$ cat config.mk
export PLATFORM = sky130hd
export DESIGN_NAME = power_clock_sequencer
export DESIGN_NICKNAME = d
export VERILOG_FILES = /design/src/rtl/pcs_pkg.sv /design/src/rtl/pcs_pd_sync.sv /design/src/rtl/power_clock_sequencer.sv
export SDC_FILE = /design/constraint.sdc
export NUM_CORES = 1
export LEC_CHECK = 0
export BUFFER_PORTS_ARGS = -buffer_cell sky130_fd_sc_hd__buf_2
export CAP_MARGIN = 30
export CORE_MARGIN = 2
export CORE_UTILIZATION = 35
export CTS_BUF_LIST = sky130_fd_sc_hd__clkbuf_4 sky130_fd_sc_hd__clkbuf_8 sky130_fd_sc_hd__clkbuf_16
export CTS_CLUSTER_SIZE = 10
export DETAILED_ROUTE_END_ITERATION = 8
export PLACE_DENSITY_LB_ADDON = 0.25
export SETUP_SLACK_MARGIN = 0.1
export SYNTH_ARGS = -nofsm -noshare
export SYNTH_HDL_FRONTEND = slang
export SYNTH_SLANG_ARGS = --single-unit
$ cat constraint.sdc
create_clock -name clk -period 5.55 [get_ports clk]
set_clock_uncertainty 0.1 [all_clocks]
set_input_delay 0.555 -clock clk [delete_from_list [all_inputs] [get_ports clk]]
set_output_delay 0.555 -clock clk [all_outputs]
set_load 0.05 [all_outputs]
$ cat src/rtl/pcs_pkg.sv
// Shared types for the power clock sequencer: segment codes, FSM states and
// the quarter-offset to segment mapping used by every rail.
package pcs_pkg;

    typedef enum logic [1:0] {
        SEG_LO   = 2'b00,
        SEG_RISE = 2'b01,
        SEG_HI   = 2'b10,
        SEG_FALL = 2'b11
    } seg_t;

    typedef enum logic [1:0] {
        ST_IDLE  = 2'b00,
        ST_RUN   = 2'b01,
        ST_DRAIN = 2'b10,
        ST_FAULT = 2'b11
    } state_t;

    // idx is how many quarters a rail lags the current quarter.
    function automatic seg_t seg_of(input logic [1:0] idx);
        case (idx)
            2'd0:    seg_of = SEG_RISE;
            2'd1:    seg_of = SEG_HI;
            2'd2:    seg_of = SEG_FALL;
            default: seg_of = SEG_LO;
        endcase
    endfunction

endpackage

$ cat src/rtl/pcs_pd_sync.sv
// Two-flop synchronizer for the phasedetector outputs; resets to all ones,
// which corresponds to every rail sitting low.
module pcs_pd_sync #(
    parameter int WIDTH = 4
) (
    input  logic             clk,
    input  logic             rst,
    input  logic [WIDTH-1:0] d,
    output logic [WIDTH-1:0] q
);

    logic [WIDTH-1:0] meta;

    always_ff @(posedge clk or posedge rst) begin
        if (rst) begin
            meta <= '1;
            q    <= '1;
        end else begin
            meta <= d;
            q    <= meta;
        end
    end

endmodule

$ cat src/rtl/power_clock_sequencer.sv
// Four-phase trapezoidal power clock sequencer with staggered start-up and drain.
// Define PCS_PD_CHECK_EN to cross-check rails against the phasedetector inputs.
module power_clock_sequencer
    import pcs_pkg::*;
#(
    parameter int NUM_PHASES  = 4,
    parameter int STEP_CYCLES = 8,
    parameter int CNT_W       = 16
) (
    input  logic                    clk,
    input  logic                    rst,
    input  logic                    run_i,
    input  logic                    fault_clr_i,
    input  logic [NUM_PHASES-1:0]   pd_i,
    output logic [2*NUM_PHASES-1:0] seg_o,
    output logic                    busy_o,
    output logic                    fault_o,
    output logic [1:0]              quarter_o,
    output logic                    qtick_o,
    output logic [CNT_W-1:0]        period_cnt_o
);

    localparam int STEP_W = $clog2(STEP_CYCLES);
    localparam logic [STEP_W-1:0] STEP_LAST = STEP_W'(STEP_CYCLES - 1);

    state_t                state, state_n;
    logic [1:0]            q, q_n;
    logic [STEP_W-1:0]     step, step_n;
    logic [NUM_PHASES-1:0] active, active_n;
    logic [CNT_W-1:0]      period_cnt;
    logic                  qtick;
    logic                  mismatch;

    assign busy_o       = (state == ST_RUN) || (state == ST_DRAIN);
    assign qtick        = busy_o && (step == STEP_LAST);
    assign qtick_o      = qtick;
    assign quarter_o    = q;
    assign period_cnt_o = period_cnt;

    always_comb begin
        seg_o = '0;
        for (int k = 0; k < NUM_PHASES; k++) begin
            if (active[k]) seg_o[2*k +: 2] = seg_of(q - 2'(k));
        end
    end

`ifdef PCS_PD_CHECK_EN
    logic [NUM_PHASES-1:0] pd_sync;

    pcs_pd_sync #(.WIDTH(NUM_PHASES)) u_pd_sync (
        .clk (clk),
        .rst (rst),
        .d   (pd_i),
        .q   (pd_sync)
    );

    // A rail must read high (pd=0) at the end of HI and low (pd=1) at the end of LO.
    always_comb begin
        mismatch = 1'b0;
        if (qtick) begin
            for (int k = 0; k < NUM_PHASES; k++) begin
                if (active[k] && (seg_of(q - 2'(k)) == SEG_HI) && pd_sync[k])
                    mismatch = 1'b1;
                if (active[k] && (seg_of(q - 2'(k)) == SEG_LO) && !pd_sync[k])
                    mismatch = 1'b1;
            end
        end
    end

    assign fault_o = (state == ST_FAULT);
`else
    logic unused_pd;
    assign unused_pd = ^pd_i;
    assign mismatch  = 1'b0;
    assign fault_o   = 1'b0;
`endif

    always_comb begin
        state_n  = state;
        q_n      = q;
        step_n   = step;
        active_n = active;
        case (state)
            ST_IDLE: begin
                q_n      = 2'd0;
                step_n   = '0;
                active_n = '0;
                if (run_i) begin
                    state_n     = ST_RUN;
                    active_n[0] = 1'b1;
                end
            end
            ST_RUN, ST_DRAIN: begin
                if (qtick) begin
                    step_n = '0;
                    q_n    = q + 2'd1;
                    // RUN arms rail k entering q=k; DRAIN retires it entering its LO.
                    for (int k = 0; k < NUM_PHASES; k++) begin
                        if ((state == ST_RUN) && (q_n == 2'(k)))
                            active_n[k] = 1'b1;
                        else if ((state == ST_DRAIN) && ((q_n - 2'(k)) == 2'd3))
                            active_n[k] = 1'b0;
                    end
                end else begin
                    step_n = step + 1'b1;
                end
                if (state == ST_RUN) begin
                    if (!run_i) state_n = ST_DRAIN;
                end else if (active == '0) begin
                    state_n = ST_IDLE;
                    q_n     = 2'd0;
                    step_n  = '0;
                end else if (run_i) begin
                    state_n = ST_RUN;
                end
                if (mismatch) begin
                    state_n  = ST_FAULT;
                    active_n = '0;
                    q_n      = 2'd0;
                    step_n   = '0;
                end
            end
            default: begin
                q_n      = 2'd0;
                step_n   = '0;
                active_n = '0;
                if (fault_clr_i && !run_i) state_n = ST_IDLE;
            end
        endcase
    end

    always_ff @(posedge clk or posedge rst) begin
        if (rst) begin
            state  <= ST_IDLE;
            q      <= 2'd0;
            step   <= '0;
            active <= '0;
        end else begin
            state  <= state_n;
            q      <= q_n;
            step   <= step_n;
            active <= active_n;
        end
    end

    always_ff @(posedge clk or posedge rst) begin
        if (rst)
            period_cnt <= '0;
        else if (qtick && (q == 2'd3))
            period_cnt <= period_cnt + 1'b1;
    end

endmodule

==> impl_metrics.xml <==
<?xml version="1.0" encoding="UTF-8"?>
<metrics>
  <group name="synthesis">
    <metric name="synth-main-ff-cell" unit="">dfrtp_1</metric>
    <metric name="synth.yosys.warnings" unit="">0</metric>
    <metric name="synth-seq-cells" unit="">27</metric>
    <metric name="count_of_flip_flops_with_a_built_in_enable_after_synthesis" unit="">0</metric>
    <metric name="synthDominantCellAreaShare" unit="">0.4511</metric>
    <metric name="post_synth_main_area_contributors" unit="">dfrtp_1 (45%), ha_1 (12%), xnor2_1 (7.0%)</metric>
    <metric name="syn-cell-area" unit="mm²">0.001498</metric>
    <metric name="synth-async-reset-ratio" unit="">1.000</metric>
    <metric name="synth.cells.most_frequent" unit="">dfrtp_1 (27), nor2_1 (20), ha_1 (14), xnor2_1 (12), inv_1 (11)</metric>
    <metric name="seq_area_frac_synth" unit="">0.4511</metric>
    <metric name="post_synth_inst_count" unit="">153</metric>
    <metric name="post-synth-top-count-cell" unit="">dfrtp_1</metric>
    <metric name="syn_nets" unit="">175</metric>
    <metric name="post-synth-top-area-cell" unit="">dfrtp_1</metric>
    <metric name="ys_types" unit="">30</metric>
    <metric name="post_synth.cell_area_avg" unit="µm²">9.789</metric>
  </group>
  <group name="placement">
    <metric name="detailed_place_hpwl" unit="µm">2469</metric>
    <metric name="detailed_place.area" unit="mm²">0.001720</metric>
    <metric name="io_buffers" unit="">31</metric>
    <metric name="finalWeightedCongestion" unit="">0.8182</metric>
  </group>
  <group name="route">
    <metric name="remaining_drc_errors" unit="">0</metric>
    <metric name="wl_per_cell" unit="µm">13.64</metric>
    <metric name="antenna_viol_nets_final" unit="">0</metric>
    <metric name="topRoutingLayerUsed" unit="">met4</metric>
    <metric name="wl_met3" unit="µm">73</metric>
    <metric name="route.final.wire_length" unit="µm">3205</metric>
    <metric name="drt-met1-wl" unit="µm">1437</metric>
    <metric name="num_vias" unit="">1173</metric>
    <metric name="via_per_inst" unit="">4.991</metric>
    <metric name="drt_pass1_iterations" unit="">4</metric>
    <metric name="drt_iter0_drc" unit="">63</metric>
    <metric name="dr_wl_met2" unit="µm">1647</metric>
  </group>
  <group name="die">
    <metric name="fp-row-count" unit="">23</metric>
    <metric name="die_area" unit="mm²">0.004818</metric>
    <metric name="pin_count" unit="">37</metric>
    <metric name="die_h" unit="µm">69.42</metric>
    <metric name="initial_core_util" unit="">0.3691</metric>
    <metric name="placeableCoreArea" unit="mm²">0.004058</metric>
    <metric name="die_width" unit="µm">69.42</metric>
  </group>
  <group name="sta">
    <metric name="final_max_slew_viol_count" unit="">0</metric>
    <metric name="totalNegativeSetupSlack" unit="ns">0</metric>
    <metric name="hold_violations" unit="">0</metric>
    <metric name="setup-violations-final" unit="">0</metric>
    <metric name="timing.max_slew.rel_slack" unit="">0.6224</metric>
    <metric name="layout_min_cycle_time" unit="ns">2.588</metric>
    <metric name="post-route-period-util" unit="">0.4663</metric>
    <metric name="timing.fmax" unit="GHz">0.3864</metric>
    <metric name="actual_transition_at_the_worst_max_transition_pin" unit="ns">0.5658</metric>
    <metric name="setup_repair_after_global_routing_missed_its_margin" unit="">no</metric>
  </group>
  <group name="global_routing">
    <metric name="grt_antenna_before_repair" unit="">0</metric>
    <metric name="wire_length_of_the_first_global_routing_pass" unit="µm">5782</metric>
    <metric name="first_global_vias" unit="">1239</metric>
    <metric name="grt_use_total" unit="">0.1468</metric>
    <metric name="grt_overflow_total" unit="">0</metric>
    <metric name="pin_count_of_the_biggest_net_entering_global_routing" unit="">17</metric>
  </group>
  <group name="cells_and_area">
    <metric name="antenna_cells" unit="">0</metric>
    <metric name="area_delta_synth_final" unit="%">17.96</metric>
    <metric name="nets_finish" unit="">208</metric>
    <metric name="final_layout_size_suffix_gt1_frac" unit="">0.2108</metric>
    <metric name="postLayoutCellArea" unit="mm²">0.001767</metric>
  </group>
  <group name="clock_network">
    <metric name="htree_num_levels" unit="">1</metric>
    <metric name="clk-insertion-delay-late" unit="ns">0.27</metric>
    <metric name="tritoncts_clock_tree" unit="">done</metric>
    <metric name="cts.hold.buffers_added" unit="">0</metric>
    <metric name="cts_num_sinks" unit="">27</metric>
    <metric name="worst_path_clk_slew" unit="ns">0.09</metric>
    <metric name="cts_inserted_buffers" unit="">3</metric>
    <metric name="max-clock-path-buffers" unit="">2</metric>
    <metric name="cts_setup_buffers" unit="">0</metric>
    <metric name="post_cts_resized" unit="">0</metric>
    <metric name="ctsRootBufferMaster" unit="">clkbuf_8</metric>
  </group>
  <group name="run">
    <metric name="drv.max_cap_violation_count" unit="">0</metric>
  </group>
  <group name="pwr">
    <metric name="power.density" unit="mW/mm²">322.0</metric>
    <metric name="vdd_ir_drop_max" unit="µV">105.0</metric>
    <metric name="power.static_leakage" unit="nW">0.8989</metric>
  </group>
  <group name="setup_path">
    <metric name="timing.critical_path.fanout_max" unit="">8</metric>
    <metric name="path_delay_family" unit="">flip-flops</metric>
    <metric name="timing.critical_path.cells" unit="">inv_1 &gt; ha_1 &gt; xnor2_1 &gt; and2_1 &gt; buf_2</metric>
    <metric name="worst_ep_required_time" unit="ns">4.89</metric>
    <metric name="timing.setup.critical_path_class" unit="">register to primary output</metric>
    <metric name="setup.worst_path.start_class" unit="">register</metric>
    <metric name="critical_path_data_arrival_time" unit="ns">1.93</metric>
    <metric name="timing.critical_path.buf_inv" unit="">2</metric>
    <metric name="timing.critical_path.slowest_stage_cell" unit="">dfrtp_1</metric>
    <metric name="critPathCaptureType" unit="">primary output</metric>
    <metric name="biggest_cell_delay_along_the_critical_path" unit="ns">0.51</metric>
  </group>
  <group name="worst_hold_path">
    <metric name="min_path_type" unit="">primary input to asynchronous set/reset pin</metric>
  </group>
  <group name="outcome">
    <metric name="status" unit="">completed</metric>
  </group>
</metrics>
## through the flow
step	hold WS, ns	cells	util	setup slack [ns]	power, mW
final	0.2199	235	0.4354	2.962	0.5689
after global routing	0.2678	235	0.4354	2.833	0.6102
after CTS	0.2384	235	0.4354	2.944	0.5725
after detailed placement	0.3390	231	0.4240	3.137	0.4585
after global placement	0.3293	230	0.4172	3.247	0.4413
after floorplan	0.3182	153	-	2.620	0.4055
## where the power goes
part / total [mW] / switching (mW) / internal (mW)
registers: 0.231 / 0.0154 / 0.216
logic: 0.224 / 0.156 / 0.0676
clock network: 0.114 / 0.0634 / 0.0504
total: 0.569 / 0.235 / 0.334
## metal layers
layer | global-route usage | vias to the layer above
met5 | 0 | -
met4 | 0.06100 | 0
met3 | 0.02326 | 4
met2 | 0.2543 | 18
met1 | 0.1810 | 572
li1 | - | 579
## path summary, 6_finish.rpt
path | startpoint | to | slack [ns] | cells past startpoint
min in group clk | step[0]$_DFF_PP0_ | step[0]$_DFF_PP0_ | 0.35 | 1
max in group asynchronous | rst | period_cnt_o[1]$_DFFE_PP0P_ | 4.66 | 3
max reg2reg | state[0]$_DFFE_PP0P_ | period_cnt_o[13]$_DFFE_PP0P_ | 3.12 | 6
max | quarter_o[0]$_DFF_PP0_ | seg_o[7] | 2.96 | 5
min reg2reg | step[0]$_DFF_PP0_ | step[0]$_DFF_PP0_ | 0.35 | 1
min | rst | state[1]$_DFFE_PP0P_ | 0.22 | 2
## flip-flops by register name, indices dropped and copies added (netlist names)
register and flops:
active 4, period_cnt_o 16, step 3, quarter_o 2, state 2
## final cells by class
class                           count  area (µm²)
Timing Repair Buffer               32       182.7
Fill cell                         396        2291
Sequential cell                    27       675.6
Multi-Input combinational cell    111       758.2
Clock buffer                        3       41.29
Tap cell                           50       62.56
Inverter                           11       41.29
Clock inverter                      1       5.005
## cells in the final DEF (no fill, tap or decap), drive strengths merged, types with 7 or more instances in the layout
master,count
buf,32
dfrtp,27
nor2,20
ha,14
xnor2,12
inv,11
nand3,9
nand2,8
o21ai,7
## worst reg2reg max path, delay by kind of cell, from the launching register on
family,cells,cell delay [ns]
xor gates and xnor gates,1,0.15
adders and majority gates,1,0.60
buffers and inverters,1,0.10
DFF,1,0.43
and+or+nand+nor,3,0.98
## kinds of logic after synthesis
logic type / synth area share
flip-flops: 0.4511
XOR/XNOR: 0.09941
AND/OR/NAND/NOR: 0.1821
multiplexers: 0.01420
adder cells (fa/ha/maj): 0.1170
other: 0.002504
buffers and inverters: 0.04261
AO/OA/AOI/OAI: 0.09106
Note: power is estimated with default switching activity, not from simulation.
